**config.mk**
```make
export PLATFORM = sky130hd
export DESIGN_NAME = sys_clk_div_ds_multi
export DESIGN_NICKNAME = d
export VERILOG_FILES = /design/src/rtl/sys_clk_div_ds_multi.sv
export SDC_FILE = /design/constraint.sdc
export NUM_CORES = 1
export LEC_CHECK = 0
export CAP_MARGIN = 15
export CELL_PAD_IN_SITES_DETAIL_PLACEMENT = 0
export CELL_PAD_IN_SITES_GLOBAL_PLACEMENT = 1
export CORE_ASPECT_RATIO = 0.7
export CORE_UTILIZATION = 30
export DETAILED_ROUTE_END_ITERATION = 10
export GPL_TIMING_DRIVEN = 0
export PLACE_DENSITY_LB_ADDON = 0.1
export REMOVE_ABC_BUFFERS = 1
export SKIP_LAST_GASP = 1
export SLEW_MARGIN = 5
export SYNTH_ARGS = -nofsm -noshare
export SYNTH_HDL_FRONTEND = slang
export SYNTH_SLANG_ARGS = --single-unit
```
**constraint.sdc**
```tcl
create_clock -name sys_clk -period 2.43 [get_ports sys_clk]
set_input_delay 0.486 -clock sys_clk [delete_from_list [all_inputs] [get_ports sys_clk]]
set_output_delay 0.486 -clock sys_clk [all_outputs]
set_load 0.01 [all_outputs]
```
**src/rtl/sys_clk_div_ds_multi.sv**
```systemverilog
// Multi-channel differential clock source for simulation benches.
// Each channel divides sys_clk by a programmable half-period and can be started,
// stopped or re-ratioed at run time without glitches. Requests arrive through a
// valid/ready port and are held in a per-channel shadow until a safe apply point.
//
// Ports:
//   sys_clk    free-running source clock, rising edge
//   sys_rst    synchronous active-high reset
//   cfg_valid  config request valid
//   cfg_ready  request can be accepted (target channel has no pending shadow)
//   cfg_ch     target channel; values >= NUM_CH are accepted and dropped
//   cfg_half   new half-period in sys_clk cycles (0 behaves as 1)
//   cfg_en     1 = run channel, 0 = stop channel
//   clk_p      generated clocks, true polarity
//   clk_n      complement of clk_p
//   ch_active  channel running or waiting on its start stagger
module sys_clk_div_ds_multi #(
  parameter int unsigned NUM_CH       = 2,
  parameter int unsigned CH_W         = 1,
  parameter int unsigned HALF_W       = 8,
  parameter int unsigned DEFAULT_HALF = 4,
  parameter int unsigned STAGGER      = 0
) (
  input  logic              sys_clk,
  input  logic              sys_rst,
  input  logic              cfg_valid,
  output logic              cfg_ready,
  input  logic [CH_W-1:0]   cfg_ch,
  input  logic [HALF_W-1:0] cfg_half,
  input  logic              cfg_en,
  output logic [NUM_CH-1:0] clk_p,
  output logic [NUM_CH-1:0] clk_n,
  output logic [NUM_CH-1:0] ch_active
);

  typedef enum logic [1:0] {StIdle, StStart, StHigh, StLow} state_e;

  localparam int unsigned StagMax = (NUM_CH - 1) * STAGGER;
  localparam int unsigned StagW   = (StagMax < 2) ? 1 : $clog2(StagMax + 1);
  localparam logic [HALF_W-1:0] DefHalf =
      (DEFAULT_HALF == 0) ? HALF_W'(1) : HALF_W'(DEFAULT_HALF);

  logic [NUM_CH-1:0]    pend;
  logic [2**CH_W-1:0]   pend_ext;
  logic [HALF_W-1:0]    cfg_half_clamp;

  // Out-of-range channels read as "not pending", so they are always accepted.
  always_comb begin
    pend_ext               = '0;
    pend_ext[NUM_CH-1:0]   = pend;
  end

  assign cfg_ready      = ~pend_ext[cfg_ch];
  assign cfg_half_clamp = (cfg_half == '0) ? HALF_W'(1) : cfg_half;
  assign clk_n          = ~clk_p;

  for (genvar i = 0; i < NUM_CH; i++) begin : g_ch
    localparam logic [StagW-1:0] StagLoad = StagW'(i * STAGGER);

    state_e            state_q, state_d;
    logic [HALF_W-1:0] cnt_q, cnt_d;
    logic [HALF_W-1:0] half_q, half_d;
    logic [HALF_W-1:0] sh_half_q, sh_half_d;
    logic              sh_en_q, sh_en_d;
    logic              pend_q, pend_d;
    logic              clk_q, clk_d;
    logic [StagW-1:0]  stag_q, stag_d;
    logic              acc;

    assign acc = cfg_valid && cfg_ready && (cfg_ch == CH_W'(i));

    always_comb begin
      state_d   = state_q;
      cnt_d     = cnt_q;
      half_d    = half_q;
      sh_half_d = sh_half_q;
      sh_en_d   = sh_en_q;
      pend_d    = pend_q;
      clk_d     = clk_q;
      stag_d    = stag_q;

      unique case (state_q)
        StIdle: begin
          if (pend_q) begin
            pend_d = 1'b0;
            half_d = sh_half_q;
            if (sh_en_q) begin
              state_d = StStart;
              stag_d  = StagLoad;
            end
          end
        end
        StStart: begin
          if (stag_q == '0) begin
            clk_d   = 1'b1;
            state_d = StHigh;
            cnt_d   = half_q - HALF_W'(1);
          end else begin
            stag_d = stag_q - StagW'(1);
          end
        end
        StHigh: begin
          if (cnt_q == '0) begin
            // Falling edge is the only point where a ratio change may land.
            clk_d = 1'b0;
            if (pend_q) begin
              pend_d = 1'b0;
              half_d = sh_half_q;
              if (!sh_en_q) begin
                state_d = StIdle;
              end else begin
                state_d = StLow;
                cnt_d   = sh_half_q - HALF_W'(1);
              end
            end else begin
              state_d = StLow;
              cnt_d   = half_q - HALF_W'(1);
            end
          end else begin
            cnt_d = cnt_q - HALF_W'(1);
          end
        end
        StLow: begin
          // Output is already low, so a stop can land immediately; a ratio
          // change waits for the next fall.
          if (pend_q && !sh_en_q) begin
            pend_d  = 1'b0;
            half_d  = sh_half_q;
            state_d = StIdle;
          end else if (cnt_q == '0) begin
            clk_d   = 1'b1;
            state_d = StHigh;
            cnt_d   = half_q - HALF_W'(1);
          end else begin
            cnt_d = cnt_q - HALF_W'(1);
          end
        end
        default: state_d = StIdle;
      endcase

      // Acceptance implies pend_q == 0, so it never collides with an apply.
      if (acc) begin
        sh_half_d = cfg_half_clamp;
        sh_en_d   = cfg_en;
        pend_d    = 1'b1;
      end
    end

    always_ff @(posedge sys_clk) begin
      if (sys_rst) begin
        state_q   <= StIdle;
        cnt_q     <= '0;
        half_q    <= DefHalf;
        sh_half_q <= DefHalf;
        sh_en_q   <= 1'b0;
        pend_q    <= 1'b0;
        clk_q     <= 1'b0;
        stag_q    <= '0;
      end else begin
        state_q   <= state_d;
        cnt_q     <= cnt_d;
        half_q    <= half_d;
        sh_half_q <= sh_half_d;
        sh_en_q   <= sh_en_d;
        pend_q    <= pend_d;
        clk_q     <= clk_d;
        stag_q    <= stag_d;
      end
    end

    assign pend[i]      = pend_q;
    assign clk_p[i]     = clk_q;
    assign ch_active[i] = (state_q != StIdle);
  end

endmodule

```
==> flow_metrics.tcl, run 1 <==
set metrics [dict create \
    layout-drive-gt1-share_pct 8.41 \
    grt_overflow_total 0 \
    clkTransAtPathRegs_ns 0.05 \
    end_kind "flip-flop" \
    coreArea_sq_um 11300 \
    fmax_mhz 407 \
    ys.flop_type "dfxtp_1" \
    max_stage_delay_ns 0.55 \
    grt_max_degree 31 \
    die-area_sq_um 12400 \
    rsz0062_at_grt "true" \
    cp.arrival_ns 2.64 \
    cp_max_fo 8 \
    power_density_nw_per_um2 846 \
    ys_async_sr_fraction_pct 0 \
    post-place-ws_ns -0.0945 \
    cap_viol_max_count 0 \
    first_iter_violations 237 \
    cts_htree_levels 3 \
    cp_slowest_cell "or3b_2" \
    timing.hold.ws_ns 0.483 \
    diodes 0 \
    routabilityCongestion 0.786 \
    final-setup-viol-count 2 \
    synthDistinctLibCells 60 \
    cts.sink_count 58 \
    status "complete, but fails checks" \
    die_y_um 93.3 \
    switching_share_pct 36.0 \
    antenna_found_initial 0 \
    finClkSkew_ns 0.00561 \
    seq_area_frac_synth_pct 32.5 \
    synth_edf_count 0 \
    hold_path.class "reg -> reg" \
    drc 0 \
    start_kind "flip-flop" \
    ys_top_cells_by_area "dfxtp_1, xnor2_1, nand2_1, mux2i_1, nor2_1" \
    critPathKind "reg -> reg" \
    numCtsBuffers 9 \
    ant_nets 0 \
    hpwl_mm 7.64 \
    fin_nets 483 \
    vias_per_cell 5.26 \
    cts.path.max_buffers 2 \
    report.final.hold_viol_count 0 \
    violations "negative setup slack" \
    routed_wl_mm 10.1 \
    synth_top_area_share_pct 32.5 \
    num_vias 3244 \
    min-delay-start "g_ch[1].cnt_q[1]" \
    slew_violations 0 \
    rows 32 \
    p_comb_share_pct 32.1 \
    wire_per_inst_um 16.3 \
    syn_area_sq_um 3570 \
    avgSynthCellArea_sq_um 7.96 \
    power_frac_clock_pct 33.8 \
    initial_core_util_pct 31.6 \
    synth_cells 449 \
    period_share_pct 101 \
    critical_path_required_ns 2.62 \
    relSlewSlack_pct 54.1 \
    die_x_um 132 \
    crit_chain "inv_1, ha_1, or3b_2, o21ai_1, a22o_2, mux2i_1, nand2_1" \
    synthTopCellsByCount "dfxtp_1, nand2_1, nor2_1, a21oi_1, inv_1" \
    n_fill_cell 1204 \
    p_int_mw 2.27 \
    synth_top_area_cell "dfxtp_1" \
    grt_pass1_wl_mm 16.5 \
    gr-usage-all-layers_pct 17.4 \
    cts_tree "done" \
    critical_path.reg2reg.startpoint "g_ch[1].cnt_q[0]" \
    setup_slack_ns -0.0252 \
    portBuffers 19 \
    power_frac_seq_pct 34.0 \
    insertion_delay_ns 0.32 \
    ys_ff_latch 58 \
    leakage_nw 1.43 \
    synth_most_common_cell "dfxtp_1" \
    grt_pass1_vias 3048 \
    ys_warn_count 0 \
    area_growth_pct 17.2 \
    vdd_drop_max_v 0.000476 \
    ios 20 \
    cp-startpoint "g_ch[1].cnt_q[0]" \
    p_sw_mw 1.27 \
    clock-root-buffer "clkbuf_16" \
    tightest_slew_ns 0.686 \
    min_period_ns 2.46 \
    dr.pass1.iters 4 \
]
==> power groups by stage <==
stage | logic (mW) | registers, mW | clock network, mW
3_5_place_dp | 1.10 | 1.22 | 0
5_1_grt | 1.26 | 1.22 | 1.28
6_report | 1.14 | 1.21 | 1.20
3_3_place_gp | 1.12 | 1.22 | 0
4_1_cts | 1.11 | 1.20 | 1.23
2_1_floorplan | 0.766 | 1.17 | 0
==> critical path, delay by kind of cell, from the launching register on <==
family                   cells  cell delay (ns)
adder cells (fa/ha/maj)      1             0.21
AO/OA/AOI/OAI                2             0.86
multiplexers                 1             0.22
flip-flops                   1             0.31
buffers and inverters        1             0.11
AND/OR/NAND/NOR              2             0.61
==> what timing repair did <==
item	4_1_cts	5_1_grt
endpoints found under the setup margin	18	13
setup buffers	1	0
hold buffers	0	0
resized for setup	2	1
pin swaps	1	0
==> final timing paths <==
path         cells past startpoint                 to  slack, ns
min reg2reg                      2   g_ch[1].cnt_q[1]       0.48
max reg2reg                      7  g_ch[1].half_q[2]      -0.03
min                              2   g_ch[1].cnt_q[1]       0.48
max                              7  g_ch[1].half_q[2]      -0.03
==> layer usage <==
metal	vias to the layer above	routed length [um]	global-route usage (%)
met4	0	104	4.60
li1	1645	-	-
met3	10	672	4.44
met2	88	3400	20.8
met1	1501	5880	28.4
met5	-	0	0
==> state kept, by name, indices dropped and copies added, names as in the netlist <==
| name | cells |
|---|---|
| g_ch.clk_q | 2 |
| g_ch.pend_q | 2 |
| g_ch.sh_half_q | 16 |
| g_ch.cnt_q | 16 |
| g_ch.half_q | 16 |
| g_ch.state_q | 4 |
| g_ch.sh_en_q | 2 |
==> cells by family (layout without fill, tap and decap cells) <==
kind of cell    after synthesis  count (layout)  synth area share, %
compound gates              112             112                 21.1
xor+xnor                     26              26                 6.37
fa+ha+maj                    11              11                 3.85
buf+inv                      45              60                 5.08
flops                        58              58                 32.5
mux                          20              20                 5.67
simple gates                177             177                 25.4
==> cell usage in the layout (no fill, tap or decap), drive strengths merged, types with 3 or more instances in the layout <==
cell	synthesis	routed
o211ai	8	8
clkbuf	17	14
nand2	52	52
buf	5	3
o221a	3	3
nor2	47	47
dfxtp	58	58
o21ai	16	16
nand2b	7	7
inv	23	23
o21a	3	3
nor3b	6	6
xnor2	22	22
clkdlybuf4s50	0	18
or4	10	10
a31oi	6	6
xor2	4	4
a211oi	7	7
or3	8	8
or2	3	3
nand3	3	3
a21oi	35	35
or3b	3	3
nor3	19	19
mux2i	18	18
o22ai	8	8
o22a	3	3
ha	11	11
nor4	8	8
==> layout make-up <==
type                       instances  area (sq um)  area share, %
inverter                          23          86.3           2.06
clock inverter                     2          10.0          0.239
sequential                        58          1160           27.7
clock buffer                      14           274           6.54
timing repair buffer              21           225           5.38
multi-input combinational        346          2240           53.5
tap                              153           191           4.57
==> metrics by stage <==
| stage | cell area, sq um | utilization, % | total power, mW | setup TNS [ns] | cells |
|---|---|---|---|---|---|
| floorplan | 3480 | - | 1.93 | 0 | 427 |
| global placement | 3860 | 34.2 | 2.34 | -32.91 | 599 |
| detailed placement | 3870 | 34.3 | 2.32 | -0.920 | 600 |
| CTS | 4190 | 37.1 | 3.54 | 0 | 617 |
| global route | 4190 | 37.1 | 3.76 | -0.565 | 617 |
| finish | 4190 | 37.1 | 3.54 | -0.0257 | 617 |
No activity file was read; power rests on OpenSTA's default activity.
==> inputs of run 2 (changes only) <==
--- a/config.mk
+++ b/config.mk
@@ -9,6 +9,7 @@
 export CELL_PAD_IN_SITES_DETAIL_PLACEMENT = 0
 export CELL_PAD_IN_SITES_GLOBAL_PLACEMENT = 1
 export CORE_ASPECT_RATIO = 0.7
+export CORE_MARGIN = 5
 export CORE_UTILIZATION = 30
 export DETAILED_ROUTE_END_ITERATION = 10
 export GPL_TIMING_DRIVEN = 0
==> constraint.sdc (replaced) <==
create_clock -name sys_clk -period 2.1 [get_ports sys_clk]
set_input_delay 0.42 -clock sys_clk [delete_from_list [all_inputs] [get_ports sys_clk]]
set_output_delay 0.42 -clock sys_clk [all_outputs]
set_load 0.01 [all_outputs]
==> run 2 against run 1 <==
The run now ends clean; sequential cell count unchanged; die area up 15%; first-iteration DRC count down 3.0%; clock-buffer cell count down 2; critical path depth unchanged; non-clock buffer count up 9; critical endpoint is now g_ch[1].cnt_q[6].
==> flow_metrics.tcl, run 2 (synthesis gave the netlist of run 1 again) <==
set metrics [dict create \
    rrSetupSlack_ns 0.04 \
    grt_pass1_vias 3211 \
    grt-busiest-layer "met1" \
    p_sw_mw 1.59 \
    wire_per_inst_um 17.1 \
    coreArea_sq_um 11700 \
    hpwl_mm 7.98 \
    vdd_drop_max_v 0.000453 \
    cp.arrival_ns 2.29 \
    numCtsBuffers 9 \
    r2r_cells 7 \
    final-setup-viol-count 0 \
    first_iter_violations 230 \
    gr-usage-all-layers_pct 15.7 \
    timing.hold.ws_ns 0.450 \
    dr.pass1.iters 4 \
    routed_wl_mm 10.8 \
    initial_core_util_pct 30.6 \
    min-delay-start "sys_rst" \
    portBuffers 19 \
    cp_slowest_cell "or3b_4" \
    finClkSkew_ns 0.00828 \
    hold_path.class "in -> reg" \
    n_fill_cell 1199 \
    power_frac_seq_pct 32.8 \
    status "finished clean" \
    min_period_ns 2.06 \
    die_x_um 140 \
    area_growth_pct 24.2 \
    layout-drive-gt1-share_pct 16.1 \
    ant_nets 0 \
    crit_chain "inv_2, ha_4, or3b_4, or4_1, a31oi_1, o221ai_1, a211oi_1" \
    slew_violations 0 \
    critical_path_required_ns 2.33 \
    die-area_sq_um 14200 \
    cts_tree "done" \
    multi_input_area_sq_um 2400 \
    cap_viol_max_count 0 \
    clkTransAtPathRegs_ns 0.05 \
    vias_per_cell 5.32 \
    hold_path_depth 2 \
    setup_slack_ns 0.0391 \
    insertion_delay_ns 0.33 \
    ios 20 \
    cp_top_family "simple AND/OR/NAND/NOR gates" \
    cts_htree_levels 3 \
    antenna_found_initial 0 \
    routabilityCongestion 0.825 \
    power_density_nw_per_um2 985 \
    p_int_mw 2.78 \
    max_stage_delay_ns 0.40 \
    grt_pass1_wl_mm 17.6 \
    grt_overflow_total 0 \
    rsz0062_at_grt "true" \
    num_vias 3347 \
    tightest_slew_ns 0.570 \
    cp_max_fo 5 \
    switching_share_pct 36.3 \
    mostFrequentLayoutCell "dfxtp_1" \
    period_share_pct 98.1 \
    fin_nets 492 \
    cts.path.max_buffers 2 \
    relSlewSlack_pct 61.9 \
    die_y_um 101 \
    grt_use_met2_pct 19.6 \
    end_kind "flip-flop" \
    final_cell_mix "dfxtp_1, nand2_1, nor2_1" \
    critPathKind "reg -> reg" \
    crit_buf_inv 1 \
    leakage_nw 1.52 \
    gr-usage-met1_pct 26.0 \
    cts.sink_count 58 \
    hold_end "g_ch[0].clk_q" \
    diodes 0 \
    reg.largest.list "g_ch.cnt_q: 16 flops, g_ch.half_q: 16 flops, g_ch.sh_half_q: 16 flops" \
    timing.rr.end "g_ch[1].cnt_q[6]" \
    report.final.hold_viol_count 0 \
    critical_path.reg2reg.startpoint "g_ch[1].sh_half_q[0]" \
    power_frac_clock_pct 32.9 \
    fmax_mhz 485 \
    post-place-ws_ns -0.479 \
    clock-root-buffer "clkbuf_16" \
    p_comb_share_pct 34.2 \
    grt_max_degree 45 \
    regArea_sq_um 1170 \
    use_met3_pct 3.45 \
    rows 33 \
    start_kind "flip-flop" \
    drc 0 \
]
run 2: repair_timing:
action / CTS / global route
setup endpoints to repair: 35 / 34
resized for setup: 30 / 18
pin swaps: 6 / 2
setup buffers: 5 / 5
hold buffers: 0 / 0
gates cloned: 0 / 0
run 2: metal layers:
layer,vias up,wire length (um),part of all wire [%]
met5,-,0,0
met4,0,112,1.0
met3,11,470,4.4
met2,64,3810,35
met1,1604,6360,59
li1,1668,-,-
run 2: layout make-up:
cell class / count / share of cell area [%]
multi-input combinational: 346 / 54.0
sequential: 58 / 26.4
timing repair buffer: 30 / 6.82
clock buffer: 12 / 5.55
tap: 157 / 4.43
inverter: 23 / 1.95
clock inverter: 3 / 0.902
run 2: worst reg2reg max path, stage by stage, from the launching register on:
cell	delay [ns]
dfxtp_2	0.36
inv_2	0.09
ha_4	0.15
or3b_4	0.40
or4_1	0.40
a31oi_1	0.17
o221ai_1	0.15
a211oi_1	0.24
run 2: worst max-delay path by stage:
stage	from	end	slack, ns	depth (start not counted)
6_report	g_ch[1].sh_half_q[0]	g_ch[1].cnt_q[6]	0.04	7
5_1_grt	g_ch[1].sh_half_q[0]	g_ch[1].cnt_q[6]	-0.02	7
4_1_cts	g_ch[0].cnt_q[0]	g_ch[0].half_q[2]	-0.08	8
3_5_place_dp	g_ch[0].cnt_q[0]	g_ch[0].half_q[2]	-0.48	7
3_3_place_gp	sys_rst	g_ch[0].cnt_q[5]	-1.80	4
2_1_floorplan	g_ch[0].cnt_q[0]	g_ch[0].half_q[2]	-0.03	7
run 2: metrics by stage:
stage	util, %	cell area [sq um]	setup TNS, ns	cells	total power, mW
floorplan	-	3480	-0.0618	427	2.24
global placement	33.1	3860	-48.38	603	2.71
detailed placement	33.2	3880	-10.02	604	2.70
CTS	37.0	4320	-0.548	624	4.26
global route	38.0	4440	-0.0507	629	4.63
finish	38.0	4440	0	629	4.37
run 2: power by group through the flow:
stage | registers (mW) | clock network [mW] | logic [mW]
2_1_floorplan | 1.35 | 0 | 0.887
5_1_grt | 1.45 | 1.53 | 1.65
3_5_place_dp | 1.41 | 0 | 1.28
4_1_cts | 1.41 | 1.49 | 1.37
6_report | 1.43 | 1.44 | 1.50
3_3_place_gp | 1.41 | 0 | 1.30
